--- src/rtl/hack_pc_sequencer.sv ---
// ============================================================================
// Module      : hack_pc_sequencer
// Description : Hack CPU fetch/execute sequencer with ROM req/ack handshake,
//               jump evaluation, single-step mode and self-loop halt.
// Revision    : 1.0 - initial release
// ============================================================================
`default_nettype none

module hack_pc_sequencer #(
    parameter int ADDR_W = 15,
    parameter int DATA_W = 16,
    parameter int CNT_W  = 16
) (
    input  logic              clk,
    input  logic              reset,
    input  logic              run,
    input  logic              step,
    output logic              rom_req,
    input  logic              rom_ack,
    input  logic [DATA_W-1:0] rom_data,
    input  logic [ADDR_W-1:0] pc_out,
    input  logic [ADDR_W-1:0] a_reg,
    input  logic              alu_zr,
    input  logic              alu_ng,
    output logic [DATA_W-1:0] ir,
    output logic              exec_en,
    output logic              pc_reset,
    output logic              pc_load,
    output logic              pc_inc,
    output logic [ADDR_W-1:0] pc_in,
    output logic              busy,
    output logic              halted,
    output logic [CNT_W-1:0]  instr_count
);

    localparam logic [2:0] c_st_init  = 3'd0;
    localparam logic [2:0] c_st_idle  = 3'd1;
    localparam logic [2:0] c_st_fetch = 3'd2;
    localparam logic [2:0] c_st_exec  = 3'd3;
    localparam logic [2:0] c_st_halt  = 3'd4;

    localparam logic [CNT_W-1:0] c_cnt_one = {{(CNT_W-1){1'b0}}, 1'b1};

    logic [2:0]        r_state;
    logic [2:0]        w_next;
    logic [DATA_W-1:0] r_ir;
    logic [CNT_W-1:0]  r_count;
    logic              r_step_d;
    logic              w_cond;
    logic              w_taken;
    logic              w_active;
    logic              w_exec;

    always_comb begin
        w_cond = 1'b0;
        case (r_ir[2:0])
            3'b000:  w_cond = 1'b0;
            3'b001:  w_cond = !alu_zr && !alu_ng;
            3'b010:  w_cond = alu_zr;
            3'b011:  w_cond = !alu_ng;
            3'b100:  w_cond = alu_ng;
            3'b101:  w_cond = !alu_zr;
            3'b110:  w_cond = alu_zr || alu_ng;
            default: w_cond = 1'b1;
        endcase
    end

    assign w_taken = r_ir[DATA_W-1] && w_cond;

    always_comb begin
        w_next = r_state;
        case (r_state)
            c_st_init:  w_next = c_st_idle;
            c_st_idle: begin
                if (run || (step && !r_step_d)) begin
                    w_next = c_st_fetch;
                end
            end
            c_st_fetch: begin
                if (rom_ack) begin
                    w_next = c_st_exec;
                end
            end
            c_st_exec: begin
                // A taken jump onto itself is the Hack end-of-program idiom.
                if (w_taken && (a_reg == pc_out)) begin
                    w_next = c_st_halt;
                end else if (run) begin
                    w_next = c_st_fetch;
                end else begin
                    w_next = c_st_idle;
                end
            end
            c_st_halt:  w_next = c_st_halt;
            default:    w_next = c_st_init;
        endcase
    end

    always_ff @(posedge clk or posedge reset) begin
        if (reset) begin
            r_state  <= c_st_init;
            r_ir     <= '0;
            r_count  <= '0;
            r_step_d <= 1'b0;
        end else begin
            r_state  <= w_next;
            r_step_d <= step;
            if ((r_state == c_st_fetch) && rom_ack) begin
                r_ir <= rom_data;
            end
            if (r_state == c_st_exec) begin
                r_count <= r_count + c_cnt_one;
            end
        end
    end

    // Strobes are gated by reset so they drop without waiting for a clock edge.
    assign w_active    = !reset;
    assign w_exec      = w_active && (r_state == c_st_exec);
    assign rom_req     = w_active && (r_state == c_st_fetch);
    assign exec_en     = w_exec;
    assign pc_reset    = w_active && (r_state == c_st_init);
    assign pc_load     = w_exec && w_taken;
    assign pc_inc      = w_exec && !w_taken;
    assign pc_in       = a_reg;
    assign busy        = (r_state != c_st_idle) && (r_state != c_st_halt);
    assign halted      = (r_state == c_st_halt);
    assign ir          = r_ir;
    assign instr_count = r_count;

endmodule

`default_nettype wire

--- config.mk ---
export PLATFORM = sky130hd
export DESIGN_NAME = hack_pc_sequencer
export DESIGN_NICKNAME = d
export VERILOG_FILES = /design/src/rtl/hack_pc_sequencer.sv
export SDC_FILE = /design/constraint.sdc
export NUM_CORES = 1
export LEC_CHECK = 0
export BUFFER_PORTS_ARGS = -buffer_cell sky130_fd_sc_hd__buf_4
export CAP_MARGIN = 40
export CORE_AREA = 3 3 69 71
export CTS_BUF_LIST = sky130_fd_sc_hd__clkbuf_2 sky130_fd_sc_hd__clkbuf_4 sky130_fd_sc_hd__clkbuf_8
export DETAILED_ROUTE_END_ITERATION = 10
export DIE_AREA = 0 0 72 74
export PLACE_DENSITY = 0.81
export SYNTH_ARGS = -nofsm -noshare
export SYNTH_HDL_FRONTEND = slang
export SYNTH_SLANG_ARGS = --single-unit
--- constraint.sdc ---
create_clock -name clk -period 2.35 [get_ports clk]
set_clock_uncertainty 0.15 [all_clocks]
set_input_delay 0.1175 -clock clk [delete_from_list [all_inputs] [get_ports clk]]
set_output_delay 0.1175 -clock clk [all_outputs]
set_load 0.01 [all_outputs]
==> results of run 1 <==
flip-flops by register name, indices dropped and copies added (netlist names):
| name | cells |
|---|---|
| instr_count | 16 |
| ir | 16 |
| r_state | 3 |
| r_step_d | 1 |
power groups by stage:
stage	clock, µW	sequential [µW]	combinational [µW]
after floorplan	0	1070	525
after global placement	0	1040	1050
after detailed placement	0	1040	1080
after CTS	552	1030	1110
after global routing	578	1070	1200
final	534	1040	1110
how the worst min path moves through the flow:
stage	start	slack (ps)	to
3_3_place_gp	step	90	r_step_d$_DFF_PP0_
6_report	rom_ack	70	r_state[0]$_DFFE_PP0P_
5_1_grt	rom_ack	120	r_state[0]$_DFFE_PP0P_
2_1_floorplan	step	-1	r_step_d$_DFF_PP0_
4_1_cts	rom_ack	50	r_state[0]$_DFFE_PP0P_
3_5_place_dp	step	100	r_step_d$_DFF_PP0_
metal layers:
metal  up-vias  track usage  routed length (µm)  share of wire
li1        789            -                   -              -
met1       803       0.2079                1754           0.37
met2        80       0.3612                2559           0.53
met3         4      0.05405                 437          0.091
met4         0      0.05846                  48          0.010
met5         -            0                   0              0
layout make-up:
type / count / area (µm²)
fill: 339 / 1339
timing repair buffer: 127 / 1001
sequential: 36 / 900.9
multi-input combinational: 109 / 869.6
clock buffer: 6 / 76.32
tap: 52 / 65.06
clock inverter: 2 / 35.03
inverter: 2 / 7.507
layout by cell type (no fill, tap or decap), drive strengths merged, types with 4 or more instances in the layout:
cell type      n
nand2          6
xnor2         23
nor3           5
nand3          4
buf          108
mux2          18
dlygate4sd3   19
and3           4
nand4          7
xor2           8
clkbuf         6
nor2           8
dfrtp         36
cells by family (layout without fill, tap and decap cells):
family / count (synthesis) / count (layout)
compound gates: 9 / 9
xor+xnor: 31 / 31
fa+ha+maj: 1 / 1
buf+inv: 21 / 137
flops: 36 / 36
mux: 18 / 18
simple gates: 50 / 50
worst min-delay path, cell delays in order:
cell	delay [ps]
buf_4	120
nor2_1	70
a21oi_1	70
nand2_1	50
a31oi_1	30
cell usage after synthesis:
| cell | instances |
|---|---|
| dfrtp_1 | 36 |
| xnor2_1 | 23 |
| mux2_2 | 18 |
| buf_4 | 16 |
| nor2_1 | 8 |
| xor2_1 | 8 |
| nand4_1 | 7 |
| nand2_1 | 6 |
| and3_1 | 4 |
| nand3_1 | 4 |
| and2_1 | 3 |
| nor2b_1 | 3 |
| nor3_1 | 3 |
| a31oi_1 | 2 |
| inv_1 | 2 |
| nand2b_1 | 2 |
| nor3_2 | 2 |
| a211o_1 | 1 |
| a21oi_1 | 1 |
| a22o_1 | 1 |
| a31o_2 | 1 |
| a32oi_1 | 1 |
| and4_1 | 1 |
| buf_2 | 1 |
| buf_6 | 1 |
| clkbuf_1 | 1 |
| ha_1 | 1 |
| nand2b_4 | 1 |
| nand4b_1 | 1 |
| nor3b_1 | 1 |
| nor3b_2 | 1 |
| nor3b_4 | 1 |
| nor4_1 | 1 |
| o21ai_0 | 1 |
| o41a_1 | 1 |
| or3b_4 | 1 |
stage by stage:
step	total power, µW	std cells	setup slack, ps
4_1_cts	2699	334	470.8
2_1_floorplan	1594	166	573.2
3_5_place_dp	2126	307	505.6
6_report	2677	334	462.4
3_3_place_gp	2089	307	582.8
5_1_grt	2854	334	308.2
==> flow_summary_export.csv, run 1 <==
group,metric,value,unit
run_status,status,"completed",
sta,tns,0,ps
sta,min_period,1888,ps
synth,synth_adder_area_share,0.006523,
clocking,cts_tree,"built",
global_routing,antenna_found_initial,0,
clocking,h-tree-depth,2,
detailed_routing,post-route-drc-count,0,
setup_path,crit_fanout,14,
clocking,holdBufCountCts,19,
sta,rsz0062_at_grt,"no",
synth,synth_xor_area_frac,0.1416,
finish,final_nets,335,
clocking,clkLatencyLatePin,280,ps
synth,synth_compound_area_frac,0.03588,
setup_path,path_cells,"nand4b_1 -> nor3b_2 -> nand4_1 -> xnor2_1",
flow_run,maxCapViolCount,0,
synth,yosysSeqAreaShare,0.4697,
pwr,seqPwrFrac,0.387,
synth,syn-instance-count,166,
clocking,numCtsBuffers,5,
sta,max_freq,529.8,MHz
detailed_routing,route.vias.total,1676,
detailed_routing,drt_iter0_markers,60,
sta,relSlewSlack,0.6899,
detailed_routing,drt_first_pass_iters,4,
floorplan,io_pins,107,
worst_hold_path,whs_path_depth,5,
floorplan,dieHeight,74,µm
pwr,pwr-share-clk,0.199,
pwr,p_leak,0.001433,µW
detailed_routing,wl_per_cell,14.37,µm
pwr,intPower,1804,µW
synth,synth_top_family_by_area,"simple AND/OR/NAND/NOR gates",
finish,syn_to_final_growth,54.08,%
clocking,cts.clk_slew.worst_paths,70,ps
synth,synth-simple-area-share,0.1637,
sta,finalSetupViolCount,0,
pwr,vdd_drop_max,347.6,µV
synth,yosysWarningCount,0,
setup_path,startpoint,"r_state[0]$_DFFE_PP0P_",
sta,tightestPinTransition,465.2,ps
worst_hold_path,hp-class,"input port to register",
setup_path,path_class,"register to register",
clocking,cts.sinks,36,
pwr,power_density,906.0,mW/mm²
clocking,cts_setup_buffers,0,
floorplan,initial_core_util,0.4467,
synth,synth_top_area_frac,0.4697,
setup_path,setup.worst_path.end,"instr_count[12]$_DFFE_PP0P_",
setup_path,crit_slowest_cell,"dfrtp_1",
global_routing,grt_max_degree,37,
placement,hpwl,3568,µm
setup_path,r2r_slack,460,ps
synth,syn_area,0.001918,mm²
synth,avgSynthCellArea,11.55,µm²
pwr,power.share.combinational,0.413,
global_routing,grt_pass1_vias,1760,
synth,synth_top_area_cell,"dfrtp_1",
setup_path,crit_path_end_kind,"register",
setup_path,required,2370,ps
clocking,cts_buffer_depth,2,
placement,portBuffers,106,
synth,syn-num-nets,220,
floorplan,rows,24,
synth,synth.area.top_cells,"dfrtp_1 (47%), mux2_2 (11%), xnor2_1 (11%)",
synth,synth_mux_area_frac,0.1057,
clocking,cts_resized,0,
placement,gp_congestion,0.7206,
finish,utilization,0.6882,
placement,placed_area,0.002654,mm²
floorplan,fp.dieArea,0.005328,mm²
global_routing,grt_usage,0.1913,
finish,final_area,0.002955,mm²
setup_path,critical_path_depth,4,
synth,synth_seq_cells,36,
setup_path,start_kind,"register",
setup_path,cp_top_family,"simple AND/OR/NAND/NOR gates",
detailed_routing,drt_wl_total,4799,µm
setup_path,worst-r2r-cell-count,4,
setup_path,critPathMaxStageDelay,620,ps
sta,hold_violations,0,
synth,ys_types,36,
sta,hold_ws,68.95,ps
sta,slew_viol_final,0,
global_routing,overflow,0,
floorplan,die_w,72,µm
clocking,cts-root-buf,"clkbuf_8",
setup_path,timing.rr.start,"r_state[0]$_DFFE_PP0P_",
floorplan,core_area,0.004294,mm²
setup_path,r2r-end,"instr_count[12]$_DFFE_PP0P_",
pwr,swShare,0.3262,
detailed_routing,final_antenna_net_count,0,
sta,fin_crit_sh,0.8032,
pwr,p_sw,873.3,µW
finish,n_antenna_cell,0,
global_routing,grt_pass1_wl,7935,µm
detailed_routing,post_drt_via_cell_ratio,5.018,
setup_path,worstPathArrival,1910,ps
setup_path,critical_path_buf_inv_count,0,
finish,drive_gt1_frac,0.5000,
Note: power is estimated with default switching activity, not from simulation.
==> inputs of run 2 (changes only) <==
CORE_AREA = 3 3 73 75   (was 3 3 69 71)
DIE_AREA = 0 0 76 78   (was 0 0 72 74)
PLACE_DENSITY = 0.76   (was 0.81)
clock period = 1.7 ns   (was 2.35 ns; I/O delays follow)
==> run 2 against run 1 <==
  * The flow now finishes with violations (setup timing)
  * Combinational power rose by 72%
  * Sequential power rose by 32%
  * Largest cell class unchanged
  * Clock power rose by 6.7%
==> flow_summary_export.csv, run 2 (synthesized netlist as in run 1, its figures left out) <==
group,metric,value,unit
sta,slew_viol_final,0,
clocking,cts_buffer_depth,2,
sta,tightestPinTransition,446.4,ps
clocking,h-tree-depth,2,
clocking,cts.sinks,36,
setup_path,path_class,"register to output port",
sta,rsz0062_at_grt,"yes",
pwr,power_density,1229,mW/mm²
sta,hold_violations,0,
clocking,cts-root-buf,"clkbuf_8",
sta,min_period,1764,ps
worst_hold_path,min_to,"r_state[0]$_DFFE_PP0P_",
setup_path,r2r_slack,70,ps
placement,hpwl,3453,µm
floorplan,initial_core_util,0.4061,
pwr,power.total,3843,µW
worst_hold_path,hp-class,"input port to register",
floorplan,dieHeight,78,µm
detailed_routing,wl_per_cell,13.40,µm
sta,fin_crit_sh,1.038,
detailed_routing,final_antenna_net_count,0,
placement,gp_congestion,0.7664,
setup_path,worst-r2r-cell-count,4,
finish,utilization,0.6623,
clocking,numCtsBuffers,5,
finish,fill_cells,359,
worst_hold_path,whs_path_depth,5,
run_status,status,"finished, violations left",
setup_path,required,1460,ps
detailed_routing,post-route-drc-count,0,
global_routing,grt_usage,0.1637,
finish,fin_cells,361,
floorplan,die_w,76,µm
finish,final_nets,348,
setup_path,critPathMostFrequentCell,"buf_4",
detailed_routing,route.vias.total,1664,
finish,n_antenna_cell,0,
setup_path,timing.rr.start,"r_state[2]$_DFFE_PP0P_",
setup_path,start_kind,"register",
setup_path,critPathMaxStageDelay,410,ps
clocking,cts.clk_slew.worst_paths,70,ps
setup_path,path_cells,"mux2_4 -> a32oi_4 -> buf_4 -> nor3_2 -> buf_4",
clocking,cts_tree,"built",
floorplan,io_pins,107,
pwr,p_leak,0.001533,µW
detailed_routing,drt_iter0_markers,25,
sta,relSlewSlack,0.7024,
detailed_routing,post_drt_via_cell_ratio,4.609,
placement,portBuffers,106,
sta,max_freq,566.8,MHz
clocking,clkLatencyLatePin,280,ps
global_routing,antenna_found_initial,0,
finish,final_cell_mix,"buf_4 (119), dfrtp_1 (34), xnor2_1 (23), dlygate4sd3_1 (19), mux2_2 (17)",
flow_run,maxCapViolCount,0,
setup_path,worstPathArrival,1530,ps
global_routing,grt_pass1_vias,1685,
pwr,vdd_drop_max,522.6,µV
floorplan,fp.dieArea,0.005928,mm²
setup_path,r2r-end,"instr_count[13]$_DFFE_PP0P_",
setup_path,crit_path_end_kind,"output port",
global_routing,grt_max_degree,37,
setup_path,crit_slowest_cell,"dfrtp_1",
worst_hold_path,hp-start,"rom_ack",
sta,worst_slack,-64.37,ps
finish,syn_to_final_growth,63.08,%
setup_path,crit_fanout,4,
placement,placedCellCount,328,
floorplan,core_area,0.004723,mm²
global_routing,grt_pass1_wl,7741,µm
detailed_routing,drt_wl_total,4836,µm
sta,finalSetupViolCount,2,
run_status,violations,"setup timing",
finish,drive_gt1_frac,0.5544,
detailed_routing,drt_first_pass_iters,4,
global_routing,overflow,0,
setup_path,startpoint,"ir[2]$_DFFE_PP0P_",
finish,final_common_cell,"buf_4",
floorplan,rows,25,
run 2: changes by cell type in the layout (fill, tap and decap cells not counted), moves of 2 or more:
| cell | before | now |
|---|---|---|
| and3_1 | 4 | 2 |
| and3_4 | 0 | 2 |
| buf_4 | 108 | 119 |
| dfrtp_1 | 36 | 34 |
| dfrtp_2 | 0 | 2 |
| nor3_1 | 3 | 1 |
| nor3_4 | 0 | 2 |
run 2: cell type report:
class,instances,area [µm²],share of cell area
well taps,67,83.83,0.02680
multi-input cells,109,937.1,0.2996
clock inverters,1,5.005,0.001600
repair buffers,140,1115,0.3564
clock buffers,6,76.32,0.02440
inverters,2,7.507,0.002400
flip-flops and latches,36,903.4,0.2888
run 2: stage by stage:
step                cell area, µm²  TNS (ps)  setup slack, ps  hold WS, ps
detailed placement            2730         0            52.89        63.57
CTS                           3028    -87.36           -82.10        16.90
floorplan                     1922    -272.8           -27.28       -33.57
finish                        3128    -124.8           -64.37        24.95
global route                  3128    -285.3           -134.7        48.08
global placement              2730         0            77.29        59.73
run 2: layer usage:
metal,share of wire,vias to the layer above,global-route usage
li1,-,818,-
met1,0.38,767,0.1675
met2,0.54,72,0.3129
met3,0.068,7,0.04872
met4,0.017,0,0.06159
met5,0,-,0
run 2: worst max-delay path by stage:
stage | to | slack [ps] | cells after the start
6_report | pc_load | -60 | 5
5_1_grt | pc_inc | -130 | 5
4_1_cts | pc_inc | -80 | 4
3_5_place_dp | instr_count[12]$_DFFE_PP0P_ | 50 | 5
3_3_place_gp | r_state[2]$_DFFE_PP0P_ | 80 | 4
2_1_floorplan | ir[0]$_DFFE_PP0P_ | -30 | 5
run 2: power by group:
part           switching (µW)  internal [µW]
sequential                217           1150
combinational             780           1130
clock                     276            294
run 2: what timing repair did:
action                                  in CTS  in global routing
pin swaps                                    2                  5
gates resized for setup                      2                 14
hold buffers                                19                  0
hold endpoints to repair                    54                  0
setup buffers                                2                  5
endpoints found under the setup margin       2                 11
run 2: worst max-delay path: cells and delay by family (launching register included):
kind                   cells  cell delay [ps]
AO/OA/AOI/OAI              1              250
buffers and inverters      2              290
flip-flops                 1              410
multiplexers               1              280
AND/OR/NAND/NOR            1               30
==> inputs of run 3 (changes only) <==
RECOVER_POWER = 50   (was unset)
==> run 3 against run 2 <==
  * The flow still finishes with violations (setup timing)
  * Final area fell by 3.8%
  * Setup slack gained 0.98 ps
  * Critical path depth stayed put
  * Register-to-register slack about the same
  * Cell count did not move
  * Hold slack is essentially flat
  * Via count barely moved
==> flow_summary_export.csv, run 3 (synthesized netlist as in run 1, its figures left out) <==
group,metric,value,unit
clocking,h-tree-depth,2,
finish,drive_gt1_frac,0.4490,
sta,worst_slack,-63.39,ps
detailed_routing,drt_iter0_markers,33,
detailed_routing,post_drt_via_cell_ratio,4.607,
setup_path,crit_path_end_kind,"output port",
sta,relSlewSlack,0.4183,
run_status,violations,"setup timing",
clocking,cts_tree,"built",
finish,final_common_cell,"buf_4",
clocking,cts_buffer_depth,2,
global_routing,overflow,0,
detailed_routing,route.vias.total,1663,
detailed_routing,drt_wl_total,4836,µm
worst_hold_path,hp-class,"input port to register",
placement,hpwl,3453,µm
sta,min_period,1763,ps
global_routing,antenna_found_initial,0,
finish,fill_cells,390,
placement,portBuffers,106,
clocking,cts-root-buf,"clkbuf_8",
setup_path,path_class,"register to output port",
floorplan,initial_core_util,0.4061,
finish,utilization,0.6371,
pwr,p_leak,0.001417,µW
setup_path,worstPathArrival,1530,ps
finish,final_cell_mix,"buf_4 (86), dfrtp_1 (34), clkbuf_1 (31), xnor2_1 (23), dlygate4sd3_1 (19)",
detailed_routing,post-route-drc-count,0,
sta,hold_violations,0,
finish,syn_to_final_growth,56.88,%
placement,gp_congestion,0.7664,
clocking,cts.sinks,36,
clocking,cts.clk_slew.worst_paths,70,ps
floorplan,die_w,76,µm
flow_run,maxCapViolCount,0,
pwr,power_density,1230,mW/mm²
run_status,status,"finished, violations left",
setup_path,crit_fanout,4,
global_routing,grt_usage,0.1637,
finish,n_antenna_cell,0,
sta,slew_viol_final,0,
clocking,clkLatencyLatePin,280,ps
floorplan,fp.dieArea,0.005928,mm²
placement,place_ws,52.89,ps
sta,tightestPinTransition,872.5,ps
sta,finalSetupViolCount,2,
global_routing,grt_max_degree,37,
floorplan,dieHeight,78,µm
setup_path,r2r_slack,70,ps
detailed_routing,final_antenna_net_count,0,
finish,final_nets,348,
setup_path,required,1460,ps
sta,fin_crit_sh,1.037,
detailed_routing,drt_first_pass_iters,4,
global_routing,grt_pass1_vias,1685,
floorplan,io_pins,107,
floorplan,rows,25,
sta,rsz0062_at_grt,"yes",
sta,max_freq,567.1,MHz
pwr,vdd_drop_max,512.2,µV
detailed_routing,wl_per_cell,13.40,µm
clocking,numCtsBuffers,5,
floorplan,core_area,0.004723,mm²
global_routing,grt_pass1_wl,7741,µm
setup_path,start_kind,"register",
==> run 3: report_power, final <==
group / total (µW) / switching, µW / leakage (µW) / internal, µW
combinational: 1770 / 782 / 0.000925 / 985
sequential: 1360 / 214 / 0.000448 / 1150
clock: 570 / 276 / 0.0000445 / 294
==> run 3: routing by layer <==
layer / up-vias / global-route usage / part of all wire
met5: - / 0 / 0
met4: 0 / 0.06159 / 0.018
met3: 7 / 0.04872 / 0.065
met2: 72 / 0.3129 / 0.54
met1: 766 / 0.1675 / 0.38
li1: 818 / - / -
==> run 3: through the flow <==
step / area (µm²) / instances / total power [µW] / TNS, ps / hold slack [ps]
2_1_floorplan: 1922 / 166 / 2209 / -272.8 / -33.57
3_3_place_gp: 2730 / 328 / 2993 / 0 / 59.73
3_5_place_dp: 2730 / 328 / 3029 / 0 / 63.57
4_1_cts: 3028 / 356 / 3710 / -87.36 / 16.90
5_1_grt: 3009 / 361 / 3962 / -285.2 / 48.08
6_report: 3009 / 361 / 3700 / -122.7 / 24.77
==> run 3: timing repair <==
action,CTS,global route
gates resized for setup,2,14
hold endpoints to repair,54,0
pin swaps,2,5
setup buffers,2,5
setup endpoints to repair,2,11
hold buffers,19,0
==> run 3: worst max-delay path, stage by stage, from the launching register on <==
cell	delay, ps
dfrtp_1	410
mux2_4	280
a32oi_4	250
buf_4	150
nor3_2	30
buf_4	140
==> run 3: layout make-up <==
type,count,area [µm²],share of cell area
Timing Repair Buffer,140,996.0,0.3310
Multi-Input combinational cell,109,937.1,0.3114
Sequential cell,36,903.4,0.3002
Tap cell,67,83.83,0.02786
Clock buffer,6,76.32,0.02536
Inverter,2,7.507,0.002495
Clock inverter,1,5.005,0.001663
==> run 3: worst paths after layout <==
path / start / endpoint / depth (start not counted)
worst min register to register: instr_count[15]$_DFFE_PP0P_ / instr_count[15]$_DFFE_PP0P_ / 1
min in group asynchronous: reset / r_step_d$_DFF_PP0_ / 4
worst max register to register: r_state[2]$_DFFE_PP0P_ / instr_count[13]$_DFFE_PP0P_ / 4
max in group asynchronous: reset / r_state[0]$_DFFE_PP0P_ / 4
worst min-delay path: rom_ack / r_state[0]$_DFFE_PP0P_ / 5
worst max-delay path: ir[2]$_DFFE_PP0P_ / pc_load / 5
